[config.mk]
export PLATFORM = sky130hd
export DESIGN_NAME = timer_bank
export DESIGN_NICKNAME = d
export VERILOG_FILES = /design/src/rtl/timer_bank.sv
export SDC_FILE = /design/constraint.sdc
export NUM_CORES = 1
export LEC_CHECK = 0
export ABC_AREA = 0
export CORE_MARGIN = 5
export CORE_UTILIZATION = 60
export DETAILED_ROUTE_END_ITERATION = 10
export DONT_BUFFER_PORTS = 1
export GPL_TIMING_DRIVEN = 0
export PLACE_DENSITY = 0.76
export SYNTH_ARGS = -nofsm -noshare
export SYNTH_HDL_FRONTEND = slang
export SYNTH_SLANG_ARGS = --single-unit
[constraint.sdc]
create_clock -name clk -period 3.8 [get_ports clk]
set_input_delay 0.19 -clock clk [delete_from_list [all_inputs] [get_ports clk]]
set_output_delay 0.19 -clock clk [all_outputs]
set_load 0.05 [all_outputs]
[src/rtl/timer_bank.sv]
// Bank of NCH down-counting timers sharing one prescaler, with sticky per-channel interrupts.
// Optional macro TIMER_BANK_READBACK_EN adds a registered counter/pending readback port.
module timer_bank #(
    parameter int unsigned NCH   = 4,
    parameter int unsigned WIDTH = 16,
    parameter int unsigned PRESC = 1,
    localparam int unsigned CHW  = (NCH > 1) ? $clog2(NCH) : 1
) (
    input  logic             clk,
    input  logic             reset,
    input  logic             cfg_we,
    input  logic [CHW-1:0]   cfg_ch,
    input  logic             cfg_sel,
    input  logic [WIDTH-1:0] cfg_wdata,
    input  logic [NCH-1:0]   int_ack,
`ifdef TIMER_BANK_READBACK_EN
    input  logic [CHW-1:0]   rd_ch,
    output logic [WIDTH-1:0] rd_count,
    output logic [NCH-1:0]   rd_pending,
`endif
    output logic [NCH-1:0]   int_out
);

    localparam int unsigned PW = (PRESC > 1) ? $clog2(PRESC) : 1;

    logic [PW-1:0]    presc_q, presc_d;
    logic             tick;

    logic [WIDTH-1:0] cnt_q    [NCH];
    logic [WIDTH-1:0] cnt_d    [NCH];
    logic [WIDTH-1:0] period_q [NCH];
    logic [WIDTH-1:0] period_d [NCH];
    logic [NCH-1:0]   en_q, en_d, per_q, per_d, irq_q, irq_d, pend_q, pend_d, int_q, int_d;
    logic [NCH-1:0]   ctrl_wr, period_wr, fire;

    always_comb begin
        tick    = (presc_q == PW'(PRESC - 1));
        presc_d = tick ? '0 : presc_q + PW'(1);
    end

    // Out-of-range cfg_ch never matches any channel index, so such writes fall through.
    always_comb begin
        for (int unsigned i = 0; i < NCH; i++) begin
            ctrl_wr[i]   = cfg_we && !cfg_sel && (cfg_ch == CHW'(i));
            period_wr[i] = cfg_we && cfg_sel && (cfg_ch == CHW'(i));
            fire[i]      = tick && en_q[i] && !ctrl_wr[i] && (cnt_q[i] == WIDTH'(1));
        end
    end

    always_comb begin
        for (int unsigned i = 0; i < NCH; i++) begin
            cnt_d[i]    = cnt_q[i];
            period_d[i] = period_q[i];
            en_d[i]     = en_q[i];
            per_d[i]    = per_q[i];
            irq_d[i]    = irq_q[i];
            pend_d[i]   = pend_q[i];

            if (period_wr[i]) begin
                period_d[i] = cfg_wdata;
            end

            // A CTRL write swallows any tick landing on the same edge.
            if (ctrl_wr[i]) begin
                per_d[i] = cfg_wdata[1];
                irq_d[i] = cfg_wdata[2];
                if (!cfg_wdata[0]) begin
                    en_d[i]  = 1'b0;
                    cnt_d[i] = '0;
                end else if (!en_q[i]) begin
                    en_d[i]  = 1'b1;
                    cnt_d[i] = period_q[i];
                end
            end else if (tick && en_q[i]) begin
                if (fire[i]) begin
                    if (per_q[i]) begin
                        cnt_d[i] = period_q[i];
                    end else begin
                        cnt_d[i] = '0;
                        en_d[i]  = 1'b0;
                    end
                end else if (cnt_q[i] > WIDTH'(1)) begin
                    cnt_d[i] = cnt_q[i] - WIDTH'(1);
                end
            end

            // Fire wins over a simultaneous ack so no event is lost.
            if (fire[i]) begin
                pend_d[i] = 1'b1;
            end else if (int_ack[i]) begin
                pend_d[i] = 1'b0;
            end
        end
        int_d = pend_d & irq_d;
    end

    always_ff @(posedge clk or negedge reset) begin
        if (!reset) begin
            presc_q <= '0;
            en_q    <= '0;
            per_q   <= '0;
            irq_q   <= '0;
            pend_q  <= '0;
            int_q   <= '0;
            for (int unsigned i = 0; i < NCH; i++) begin
                cnt_q[i]    <= '0;
                period_q[i] <= '0;
            end
        end else begin
            presc_q  <= presc_d;
            en_q     <= en_d;
            per_q    <= per_d;
            irq_q    <= irq_d;
            pend_q   <= pend_d;
            int_q    <= int_d;
            cnt_q    <= cnt_d;
            period_q <= period_d;
        end
    end

    assign int_out = int_q;

`ifdef TIMER_BANK_READBACK_EN
    logic [WIDTH-1:0] rd_count_q, rd_count_d;
    logic [NCH-1:0]   rd_pending_q;

    always_comb begin
        rd_count_d = '0;
        for (int unsigned i = 0; i < NCH; i++) begin
            if (rd_ch == CHW'(i)) begin
                rd_count_d = cnt_q[i];
            end
        end
    end

    always_ff @(posedge clk or negedge reset) begin
        if (!reset) begin
            rd_count_q   <= '0;
            rd_pending_q <= '0;
        end else begin
            rd_count_q   <= rd_count_d;
            rd_pending_q <= pend_q;
        end
    end

    assign rd_count   = rd_count_q;
    assign rd_pending = rd_pending_q;
`endif

endmodule

**Word-level counts from Yosys, hierarchy flattened**

Index checks and enable logic that the tools add are counted.

- Add/subtract/negate cells: 5
- $lt $le $gt $ge: 4
- Eq/ne operators: 15
- Multiplexer cells: 58
- Bitwise operators: 2
- Reductions and logical operators: 48

Operators with widths:

| cell | number |
|---|---|
| $mux W16 | 28 |
| $eq A16 B1 Y1 const B | 4 |
| $gt A16 B1 Y1 const B | 4 |
| $sub A16 B1 Y16 const B | 4 |
| $mux W1 | 30 |
| $reduce_and A3 Y1 | 8 |
| $logic_and A1 B1 Y1 | 22 |
| $reduce_bool A2 Y1 | 8 |
| $ne A3 B3 Y1 const B | 4 |
| $reduce_bool A3 Y1 | 4 |
| $ne A2 B1 Y1 const B | 4 |
| $logic_not A1 Y1 | 5 |
| $and A4 B4 Y4 | 1 |
| $eq A2 B2 Y1 const B | 2 |
| $eq A2 B1 Y1 const B | 1 |
| $logic_not A2 Y1 | 1 |
| $add A1 B1 Y1 const B | 1 |
| $not A1 Y1 | 1 |

- Register bits after elaboration: 149
- Bits of input ports: 26
- Output and inout port bits: 4
- Logic and storage cells: 152

**Logic depth before layout (Yosys ltp)**

Gate-level depths: netlist of the first run.

- Depth after elaboration: 9
- Gate-level depth with buffers: 10
- Mapped depth without buffers: 7

**Least setup slack after synthesis of the first run**

No wires, ideal clock.

- Path type: flip-flop to flip-flop
- Start: register cnt_q[38] in the netlist's numbering
- End: register cnt_q[39] in the netlist's numbering
- Setup time: 0.121 ns
- Arrival: 2.165 ns
- Required time: 3.679 ns
- Slack: 1.514 ns
- Stages on the path, launching flop included: 8
- Path buffers: 2
- Clock period less this slack: 2.286 ns
- Path through: dfrtp_1 or4_1 buf_2 or4_4 o21ai_4 buf_6 o2bb2ai_2 a22o_1

- Cells in the longest elaborated chain, start to end: 5
- Elaborated cells between the ends (all ways): 10
- Those cells by class: add/sub (1); order compare (1); eq/ne (1); mux (4); reduce/logical (3)

Ends and longest elaborated chain:

| what | line | RTL |
|---|---|---|
| from (decl) | 29 | `logic [WIDTH-1:0] cnt_q [NCH];` |
| from (signal assigned) | 116 | `cnt_q <= cnt_d;` |
| $sub A16 B1 Y16 / $eq A16 B1 Y1 (equally long branches) | 83, 46 |  |
| $mux W16 / $logic_and A1 B1 Y1 (equally long branches) | 82, 46 |  |
| $mux W16 | 75 | `if (fire[i]) begin` |
| $mux W16 | 74 | `end else if (tick && en_q[i]) begin` |
| $mux W16 | 64 | `if (ctrl_wr[i]) begin` |

Parallel ways exist; a longest one is shown, timed or not. The select of a mux whose other input is x is not followed.
A chain may end at the register's enable or synchronous reset.

**Worst setup path in the final report of the first run**

- Start: register cnt_q[1] in the netlist's numbering
- End: register cnt_q[5] in the netlist's numbering

The elaborated chain is that of the path after synthesis.

==> results of run 1 <==
worst max-delay path, stage by stage (launching register included):
cell      delay (ps)
dfrtp_1          430
inv_1            100
ha_1             160
nor4b_1          480
nand4_1          340
o21ai_0          340
clkbuf_1         490
a22oi_1          210
a21oi_1          190
cell type report:
| type | count | share of cell area [%] |
|---|---|---|
| Buffer | 49 | 2.38 |
| Sequential cell | 148 | 40.6 |
| Inverter | 35 | 1.44 |
| Tap cell | 176 | 2.41 |
| Clock inverter | 9 | 1.69 |
| Timing Repair Buffer | 23 | 2.71 |
| Clock buffer | 22 | 4.98 |
| Multi-Input combinational cell | 564 | 43.8 |
state kept, by name, summed over array words and instances (netlist names):
name and flops:
cnt_q 64, pend_q 4, per_q 4, period_q 64, int_out 4, irq_q 4, en_q 4
worst min path at each step:
stage,startpoint,to,slack [ps],cells after the start
2_1_floorplan,reset,cnt_q[0],-110,0
3_3_place_gp,reset,cnt_q[3],-100,0
3_5_place_dp,reset,cnt_q[14],-100,0
4_1_cts,cfg_we,per_q[0],70,3
5_1_grt,cfg_we,per_q[0],80,3
6_report,cfg_we,per_q[0],80,3
logic make-up (layout without fill, tap and decap cells):
group           count (synthesis)  in the layout  synth area share (%)
compound gates                204            204                  18.6
xor+xnor                       16             16                  1.74
fa+ha+maj                       8              8                  1.24
flops                         148            148                  46.0
mux                            71             71                  9.88
simple gates                  265            265                  18.2
buf+inv                        84            138                  4.34
through the flow:
stage          hold WS, ps  util, %  cells  total power, mW  setup WS (ps)
2_1_floorplan         -106        -    796             3.63           1510
3_3_place_gp          -100     62.7    972             3.94           1220
3_5_place_dp         -99.4     62.7    972             4.04           1160
6_report              81.5     69.2   1026             5.91            970
5_1_grt               84.3     69.2   1026             6.25            801
4_1_cts               70.0     69.2   1026             5.88           1110
where the power goes:
part / switching, mW / leakage [nW] / internal, mW / total [mW]
Clock: 0.642 / 0.290 / 1.11 / 1.75
Sequential: 0.487 / 1.80 / 2.04 / 2.53
Combinational: 0.896 / 1.62 / 0.732 / 1.63
Total: 2.02 / 3.71 / 3.88 / 5.91
routing by layer:
metal  global-route usage, %  up-vias  part of all wire (%)
li1                        -     3099                     -
met2                    46.3      290                    49
met1                    38.2     3352                    42
met5                       0        -                  0.12
met4                    8.71        4                   1.7
met3                    6.10       49                   6.8
synthesized netlist by cell type, drive strengths merged (16+ instances only):
cell and instances:
nor2 32, o21ai 30, or4 16, clkbuf 33, dfrtp 148, inv 35, nand2 74, nor4 23
a21oi 27, o2bb2ai 17, o22ai 19, mux2 68, buf 16, a22oi 24, nor3 37
==> flow_results.org, run 1 <==
** Clock network
- Post-cts resize count :: 0
- TritonCTS buffer count :: 17
- Clock Sinks :: 148
- In this run the post-CTS setup repair buffer count came out at 0.
- Hold buffer count at cts :: 23
- In this run the deepest clock path goes through 2 buffers.
- TritonCTS clock tree :: done
- Root buf cell :: clkbuf_16
- Clock-pin slew was measured on the worst setup and hold paths at around 60 ps.
- At the later pin of the worst-skew pair, clock insertion delay measures 420 ps.
- The H-tree generated during clock tree synthesis spans 4 levels.

** Drt
- In the routed design, unresolved DRC markers number 0.
- For this block, the routed nets add up to about 22000 um of wire.
- After detailed routing, the number of vias per cell comes to 6.62.
- Detailed routing inserted a total of 6794 vias.
- Dividing the detail-routed wire length by the instance count gives 21.2 um.
- For this block, the initial DRC count from the detailed router was 767.
- Number of iterations in the first detailed-routing pass :: 5
- Antenna-violating nets left :: 0

** Setup path
- Setup slack on the worst flop-to-flop path :: 970 ps
- For the worst flop-to-flop path, the logic depth is 8.
- Required time at the endpoint of the critical path :: around 4100 ps
- Kind of end point of the critical path :: flop
- The most critical setup path has its endpoint at cnt_q[5].
- Along the worst path, the maximum fanout reaches 10.
- Capture instance of the worst register-to-register path :: cnt_q[5]
- Kind of launch point of the worst setup path :: flop
- Signal arrival time at the worst endpoint :: 3170 ps
- Launching element of the worst setup path :: cnt_q[1]
- Critical setup path kind :: reg2reg
- Reg-to-Reg Start :: cnt_q[1]

** STA
- Final Cycle Share :: 74.5%
- Final setup skew :: 5.76 ps
- Headroom to the max-slew limit came out at 51.6%.
- Final critical-path required period :: between 2000 and 3000 ps
- Setup repair after global routing missed its margin :: no
- Setup violations remaining at the end of the flow were counted as 0.
- Actual transition at the worst max-transition pin :: 726 ps
- The count of pins over their slew limit came to 0.
- The number of failing hold endpoints at the final stage was 0.
- After routing, the total negative slack on setup checks comes to 0 ps.
- Maximum clock frequency :: 353 MHz

** Floorplanning
- Pin placement for this block handled 30 I/O pins.
- Placement Rows :: 42
- Die H :: ~130 um
- Once the floorplan was initialized, standard cells occupied 61.1% of the core.
- Standard cell core area :: roughly 0.013 mm2
- Die area :: 0.0158 mm2
- In this run the horizontal extent of the chip is 126 um.

** Placement
- Weighted congestion at the end of routability-driven global placement :: 0.935
- Post-placement cell area :: about 0.0083 mm2
- IO Port Bufs :: 0
- HPWL Detailed :: approximately 14000 um

** Power
- Highest ir drop seen on vdd :: between 0.0004 and 0.0005 V
- Power Dens Cells :: 647 mW/mm2
- The analysis attributes to cell leakage a power of 3.71 nW.

** Cells and area
- The layout has 986 filler cells.
- Relative to the synthesized area, the layout overhead comes to 13.4%.
- Summing all multi-input logic gate instances after layout gives 0.00400 mm2.
- Most frequent standard cell in the layout excluding fill and tap cells :: dfrtp_1
- Seq. cell area :: about 0.0037 mm2
- 0 antenna diodes ended up in the layout.
- Of the cells placed in the final design, the portion with a size suffix greater than 1 is approximately 16%.
- Most used cells in the layout excluding fill and tap cells :: 148 x dfrtp_1, 74 x nand2_1, 68 x mux2_2
- After routing the design area is 0.00913 mm2.
- At the end of the flow, the number of nets in the layout was 872.

** Logic synthesis
- Summing every instance area after synthesis gives ~0.0081 mm2.
- Number of enable flip-flop cells after synthesis :: 0
- Counting every instance in the synthesized netlist gives 796.
- Yosys warning total :: 0
- The largest total area in the synthesized netlist belongs to dfrtp_1.
- In the synthesized netlist the dominant register cell turns out to be dfrtp_1.
- Mean instance size in the synthesized netlist :: 10.1 um2
- Distinct cell type count after synthesis :: 78
- Of the post-synthesis cell area, the dominant cell type holds 46.0%.
- Post-synthesis net count :: 830
- Number of synthesized register bits :: 148
- Biggest area contributors in the synthesized netlist :: dfrtp_1 46%, mux2_2 9.5%, nand2_1 3.4%, nor3_1 2.3%, a22oi_1 2.2%
- Counting flops with an async set or reset pin after synthesis yields a share of 100%.
- For this run, the register share of the synthesized area comes to 46.0%.

** Outcome
- The flow ran to the end, and the final reports show no timing, DRC or antenna violations.

** GRT
- Initial antenna violation count :: 2
- Pin count of the biggest net entering global routing :: 149
- The number of global-route vias before repair came to 6720.
- The first global-routing pass estimated approximately 36000 um of wire.
- The total overflow left after global routing is 0.
- Aggregate global-route resource usage :: 28.3%

** Min path
- Worst hold path type :: in2reg

** Flow run
- Max-cap violations in this run came to 0.
No activity file was read; power rests on OpenSTA's default activity.
==> run 2, diff against run 1 <==
==> constraint.sdc (replaced) <==
create_clock -name clk -period 2.7 [get_ports clk]
set_input_delay 0.135 -clock clk [delete_from_list [all_inputs] [get_ports clk]]
set_output_delay 0.135 -clock clk [all_outputs]
set_load 0.05 [all_outputs]
==> flow_results.org, run 2 (synthesis results as in run 1) <==
** Clock network
- The CTS tree was done (unchanged).
- The clock tree root driver cell is clkbuf_16 (unchanged).
- The count of hold-fix buffers inserted at cts is 21 (was 23).
- The H-tree depth reported by CTS came to 4 (unchanged).
- The clock buffer count from CTS was 17 (unchanged).
- Later-pin clock latency in the skew report :: 420 ps (about the same)
- Maximum clock insertion buffer count :: 2 (unchanged)
- Clock Sinks :: 148 (unchanged)
- The clock-pin slew on the worst setup and hold paths came to 60 ps (about the same).

** Cells and area
- The most frequent standard cell in the layout excluding fill and tap cells is dfrtp_1 (unchanged).
- The final-stage net count is 868 (was 872).
- Cell Count, Final, Fillers Out :: 1022 (was 1026)
- The synthesis-to-layout area growth came to 13.4% (about the same).
- The antenna cell count is 0 (unchanged).
- Registers with the most flip-flops: cnt_q (64), period_q (64) (unchanged).
- Most used cells in the layout excluding fill and tap cells: 148 x dfrtp_1, 73 x nand2_1, 68 x mux2_2 (was 148 x dfrtp_1, 74 x nand2_1, 68 x mux2_2).
- The proportion of layout cells with a drive suffix above 1 was 16.9% (was 15.5%).

** STA
- The total of endpoints with negative setup slack in the final report was 0 (unchanged).
- The minimum period implied by the final worst setup slack was 2530 ps (was 2830 ps).
- The hold slack was -591 ps (was 81.5 ps).
- The count of pins over their slew limit is 0 (unchanged).
- Final setup skew :: 5.61 ps (was 5.76 ps)
- The worst slew margin relative to its limit was 51.7% (was 51.6%).
- Maximum clock frequency :: 395 MHz (was 353 MHz)
- Actual transition at the worst max-transition pin :: 718 ps (was 726 ps)
- The share of the clock period used by the worst path after layout came to 93.9% (was 74.5%).
- Number of hold-slack violations in the final timing report :: 148 (was 0)

** Drt
- The total vias in the final route was 6825 (was 6794).
- The via density per instance is 6.68 (was 6.62).
- Routed length per instance :: 21.3 um (was 21.2 um)
- The number of violations reported at the end of detailed-routing iteration 0 came to 708 (was 767).
- Antenna-violating nets left :: 0 (unchanged)
- Routed wire length :: 21800 um (about the same)
- The first-pass detailed-route iteration total was 6 (was 5).
- The DRC violations left is 0 (unchanged).

** GRT
- The number of antenna violations at the first check in global routing came to 2 (unchanged).
- The wire length of the first global-routing pass came to 35700 um (was 35800 um).
- The global-route usage over all layers is 28.2% (was 28.3%).
- Overflow left after global routing :: 0 (unchanged)
- The number of global-route vias before repair came to 6726 (was 6720).
- Pin count of the biggest net entering global routing :: 149 (unchanged)

** Setup path
- The kind of end point of the critical path was a flop (unchanged).
- The endpoint required time on the critical path is 2970 ps (was 4140 ps).
- The startpoint-to-endpoint class of the critical path was reg2reg (unchanged).
- Signal arrival time at the worst endpoint :: 2810 ps (was 3170 ps)
- The launching element type of the critical path is a flop (unchanged).
- The largest fanout of any net on the critical path is 10 (unchanged).

** Placement
- The placed instance count was 972 (unchanged).
- IO Port Bufs :: 0 (unchanged)
- Weighted congestion at the end of routability-driven global placement :: 0.935 (unchanged)
- The placed wire-length estimate after detailed placement was 14500 um (unchanged).

** Power
- Power Dens Cells :: 910 mW/mm2 (was 647 mW/mm2)
- Gate power share :: 27.3% (was 27.6%)
- Share of total power in sequential cells :: 42.9% (was 42.8%)
- The cell-internal power came to 5.47 mW (was 3.88 mW).
- Fraction of power spent switching nets :: 34.2% (was 34.3%)
- Share of power burned in the clock network :: 29.8% (was 29.7%)
- The power spent charging and discharging nets is 2.84 mW (was 2.02 mW).
- Leakage power :: 3.71 nW (about the same)
- The maximum VDD drop came to 0.000664 V (was 0.000464 V).

** Floorplanning
- Number of primary I/O pins :: 30 (unchanged)
- The initial core utilization was 61.1% (unchanged).
- Standard cell core area :: 0.0132 mm2 (unchanged)
- Placement Rows :: 42 (unchanged)
- Die width :: 126 um (unchanged)
- Die area :: 0.0158 mm2 (unchanged)
- The die height was 126 um (unchanged).

** Outcome
- Result of the run: finished with violations (was completed).
- The checks that failed: hold timing.

** Flow run
- Number of max-cap violations :: 0 (unchanged)

** Min path
- The path type of the worst min-delay path is in2async (was in2reg).
## run 2: cell types whose count changed in the layout (fill, tap and decap cells not counted), moves of 3 or more
cell | previous run | this run
nor4_2 | 2 | 5
clkbuf_2 | 0 | 3
clkbuf_1 | 37 | 32
nor4_1 | 20 | 17
## run 2: worst max-delay path, cell delays in order, from the launching register on
cell and delay, ps:
dfrtp_1 400, or4_1 500, buf_2 190, nor4_4 480, a41oi_2 320, buf_2 280, o21ai_1 150, a41oi_1 60
## run 2: final timing paths
check / slack (ps) / endpoint / depth (start not counted) / from
worst min register to register: 470 / irq_q[2] / 2 / irq_q[2]
worst max register to register: 170 / cnt_q[54] / 7 / cnt_q[57]
min in group clk: 20 / per_q[0] / 3 / cfg_we
max in group asynchronous: 2980 / period_q[18] / 0 / reset
worst max-delay path: 170 / cnt_q[54] / 7 / cnt_q[57]
worst min-delay path: -590 / cnt_q[14] / 0 / reset
## run 2: power by group through the flow
stage | logic [mW] | clock network (mW) | registers, mW
floorplan | 1.76 | 0 | 3.35
global placement | 2.03 | 0 | 3.51
detailed placement | 2.14 | 0 | 3.55
CTS | 2.21 | 2.49 | 3.53
global route | 2.52 | 2.61 | 3.65
finish | 2.27 | 2.48 | 3.57
## run 2: routing by layer
| layer | up-vias | global-route usage [%] | routed length (um) | share of wire (%) |
|---|---|---|---|---|
| met4 | 4 | 9.40 | 534 | 2.5 |
| met1 | 3378 | 38.0 | 9300 | 43 |
| met5 | - | 0 | 27 | 0.12 |
| met3 | 56 | 6.27 | 1340 | 6.1 |
| li1 | 3098 | - | - | - |
| met2 | 289 | 45.8 | 10600 | 49 |
## run 2: timing repair
action / 4_1_cts / 5_1_grt
hold endpoints to repair: 224 / 148
gates resized for setup: 0 / 15
setup buffers: 0 / 0
endpoints found under the setup margin: 0 / 41
## run 2: per-stage QoR
stage | utilization (%) | power (mW) | setup WS [ps] | TNS, ps | cell area, um2
after detailed placement | 62.7 | 5.69 | 62.1 | 0 | 8270
after floorplan | - | 5.11 | 414 | 0 | 8050
after global placement | 62.7 | 5.55 | 124 | 0 | 8270
after CTS | 68.9 | 8.23 | 7.41 | 0 | 9090
after global routing | 69.2 | 8.78 | -26.3 | -33.4 | 9130
final | 69.2 | 8.31 | 165 | 0 | 9130
## run 2: layout make-up
cell class	count	area, um2
fillers	983	4060
multi-input cells	564	4050
flip-flops and latches	148	3700
clock buffers	22	454
well taps	176	220
plain buffers	47	214
repair buffers	21	210
clock inverters	9	154
inverters	35	131
==> run 3, diff against run 2 <==
--- a/config.mk
+++ b/config.mk
@@ -6,11 +6,12 @@
 export NUM_CORES = 1
 export LEC_CHECK = 0
 export ABC_AREA = 0
+export CORE_ASPECT_RATIO = 0.5
 export CORE_MARGIN = 5
 export CORE_UTILIZATION = 60
 export DETAILED_ROUTE_END_ITERATION = 10
 export DONT_BUFFER_PORTS = 1
-export GPL_TIMING_DRIVEN = 0
+export GPL_TIMING_DRIVEN = 1
 export PLACE_DENSITY = 0.76
 export SYNTH_ARGS = -nofsm -noshare
 export SYNTH_HDL_FRONTEND = slang
==> flow_results.org, run 3 (synthesis results as in run 1) <==
** Clock network
- The clock-pin slew on the worst setup and hold paths is 60 ps (about the same).
- Later-pin clock latency in the skew report :: 420 ps (about the same)
- The clock buffer count from CTS is 17 (unchanged).
- Hold buffer count at cts :: 23 (was 21)
- The CTS tree was done (unchanged).
- Root buf cell :: clkbuf_16 (unchanged)
- The H-tree depth reported by CTS came to 4 (unchanged).
- The CTS sink count is 148 (unchanged).
- The maximum clock path buffer count was 2 (unchanged).
- The number of buffers inserted by post-CTS setup repair came to 0 (unchanged).

** STA
- The final total negative setup slack came to 0 ps (unchanged).
- The share of the clock period used by the worst path after layout came to 93.8% (was 93.9%).
- Slew Limit Headroom :: 35.6% (was 51.7%)
- The clock tree skew after final layout is 9.38 ps (was 5.61 ps).
- Post-layout worst setup margin :: 167 ps (was 165 ps)
- The total of endpoints with negative setup slack in the final report is 0 (unchanged).
- Setup repair after global routing missed its margin :: no
- Maximum clock frequency :: 395 MHz (about the same)
- The count of pins over their slew limit was 0 (unchanged).
- Actual transition at the worst max-transition pin :: 967 ps (was 718 ps)
- The hold slack was -595 ps (was -591 ps).
- Final critical-path required period :: 2530 ps (about the same)
- The number of failing hold endpoints at the final stage is 148 (unchanged).

** GRT
- The global-route usage over all layers was 27.2% (was 28.2%).
- The wire length of the first global-routing pass was 34700 um (was 35700 um).
- Overflow left after global routing :: 0 (unchanged)
- Vias in the first global route :: 6418 (was 6726)
- The number of antenna violations at the first check in global routing was 2 (unchanged).
- Pin count of the biggest net entering global routing :: 149 (unchanged)

** Drt
- Detailed-route vias per instance :: 6.83 (was 6.68)
- The residual antenna-violating net count after detailed routing was 0 (unchanged).
- The routed wire length was 21600 um (was 21800 um).
- Routed length per instance :: 21.5 um (was 21.3 um)
- The DRC violations left came to 0 (unchanged).
- Number of iterations in the first detailed-routing pass :: 7 (was 6)
- Total via count after detailed routing :: 6853 (was 6825)
- The number of violations reported at the end of detailed-routing iteration 0 came to 782 (was 708).

** Outcome
- Violations in the final reports: hold timing (unchanged).
- Result of the run: finished with violations (unchanged).

** Flow run
- Number of max-cap violations :: 0 (unchanged)

** Cells and area
- The antenna cell count is 0 (unchanged).
- Final Cell Area :: 0.00908 mm2 (was 0.00913 mm2)
- Cell Count, Final, Fillers Out :: 1003 (was 1022)
- The synthesis-to-layout area growth was 12.8% (was 13.4%).
- The most frequent standard cell in the layout excluding fill and tap cells is dfrtp_1 (unchanged).
- Fraction of layout instances using a drive strength above 1 :: 18.2% (was 16.9%)
- The fill cell total of the finished layout came to 927 (was 983).
- Most used cells in the layout excluding fill and tap cells: 148 x dfrtp_1, 74 x nand2_1, 68 x mux2_2 (was 148 x dfrtp_1, 73 x nand2_1, 68 x mux2_2).
- Total Nets Final :: 855 (was 868)
- Registers with the most flip-flops: cnt_q (64), period_q (64) (unchanged).

** Power
- The power spent charging and discharging nets is 2.81 mW (was 2.84 mW).
- The share of power burned in the clock network was 27.9% (was 29.8%).
- The cell-internal power is 5.26 mW (was 5.47 mW).
- The power density over cell area came to 889 mW/mm2 (was 910 mW/mm2).
- Share of total power in sequential cells :: 44.6% (was 42.9%)
- Gate power share :: 27.5% (was 27.3%)
- Fraction of power spent switching nets :: 34.9% (was 34.2%)
- The maximum VDD drop came to 0.000443 V (was 0.000664 V).
- The static power due to leakage was 3.75 nW (was 3.71 nW).

** Floorplanning
- The die extent in x came to 174 um (was 126 um).
- Number of primary I/O pins :: 30 (unchanged)
- Standard cell core area :: 0.0129 mm2 (was 0.0132 mm2)
- The initial core utilization is 62.3% (was 61.1%).
- Placement Rows :: 29 (was 42)
- The die height is 91.9 um (was 126 um).
- Die area :: 0.0160 mm2 (was 0.0158 mm2)

** Placement
- IO Port Bufs :: 0 (unchanged)
- HPWL Detailed :: 14100 um (was 14500 um)
- Inst Count DP :: 949 (was 972)
- Pre-CTS setup slack :: 211 ps (was 62.1 ps)
- Weighted congestion at the end of routability-driven global placement :: 0.931 (was 0.935)
- The total placed instance area came to 0.00829 mm2 (was 0.00827 mm2).

** Setup path
- Launching element of the worst setup path :: cnt_q[42] (was cnt_q[57])
- The worst stage delay on the critical path was 700 ps (was 500 ps).
- Critical setup path kind :: reg2reg (unchanged)
- Sequence of cells on the critical path: or4_1 > or4_4 > o21ai_4 > o2bb2ai_1 > a22o_1 (was or4_1 > buf_2 > nor4_4 > a41oi_2 > buf_2 > o21ai_1 > a41oi_1).
- Largest fanout of any net on the critical path :: 12 (was 10)
- The launching element type of the critical path is a flop (unchanged).
- The start of the worst register-to-register path is cnt_q[42] (was cnt_q[57]).
- Signal arrival time at the worst endpoint :: 2830 ps (was 2810 ps)
- Kind of end point of the critical path :: flop (unchanged)
- Slowest cell on crit path :: or4_1 (unchanged)
- The endpoint required time on the critical path was 3000 ps (was 2970 ps).

** Min path
- Worst hold path type :: in2async (unchanged)
## run 3: per-stage QoR
stage	utilization (%)	power (mW)
2_1_floorplan	-	5.11
3_3_place_gp	64.2	5.58
3_5_place_dp	64.2	5.69
4_1_cts	70.3	8.01
5_1_grt	70.3	8.52
6_report	70.3	8.07
## run 3: final timing paths
path                           endpoint  slack (ps)  cells past startpoint
max                           cnt_q[37]         170                      5
min                        period_q[36]        -600                      0
max reg2reg                   cnt_q[37]         170                      5
min reg2reg                    irq_q[1]         480                      2
max in group asynchronous     cnt_q[24]        3100                      0
min in group clk               per_q[0]          20                      3
## run 3: worst max-delay path, delay by kind of cell, from the launching register on
family           cells  cell delay, ps
AO/OA/AOI/OAI        3             710
flip-flops           1             420
AND/OR/NAND/NOR      2            1270
## run 3: metal layers
metal  track usage, %  routed length, um  vias to the layer above
met4             7.11                413                        4
met1             39.6               9670                     3395
li1                 -                  -                     3067
met3             6.53               1970                       47
met5                0                 27                        -
met2             41.2               9490                      340
## run 3: timing repair
action | in CTS | in global routing
endpoints found under the hold margin | 229 | 148
gates resized for setup | 0 | 1
setup endpoints to repair | 0 | 6
## run 3: cell type report
type | instances | area [um2] | share of cell area (%)
multi-input cells | 564 | 4010 | 44.2
clock buffers | 22 | 474 | 5.22
clock inverters | 9 | 80.1 | 0.882
inverters | 35 | 131 | 1.45
flip-flops and latches | 148 | 3700 | 40.8
repair buffers | 55 | 470 | 5.18
well taps | 170 | 213 | 2.34
## run 3: power groups by stage
stage               Combinational, mW  Sequential, mW  Clock (mW)
floorplan                        1.76            3.35           0
global placement                 2.03            3.55           0
detailed placement               2.10            3.59           0
CTS                              2.18            3.57        2.26
global route                     2.46            3.69        2.37
finish                           2.22            3.60        2.25
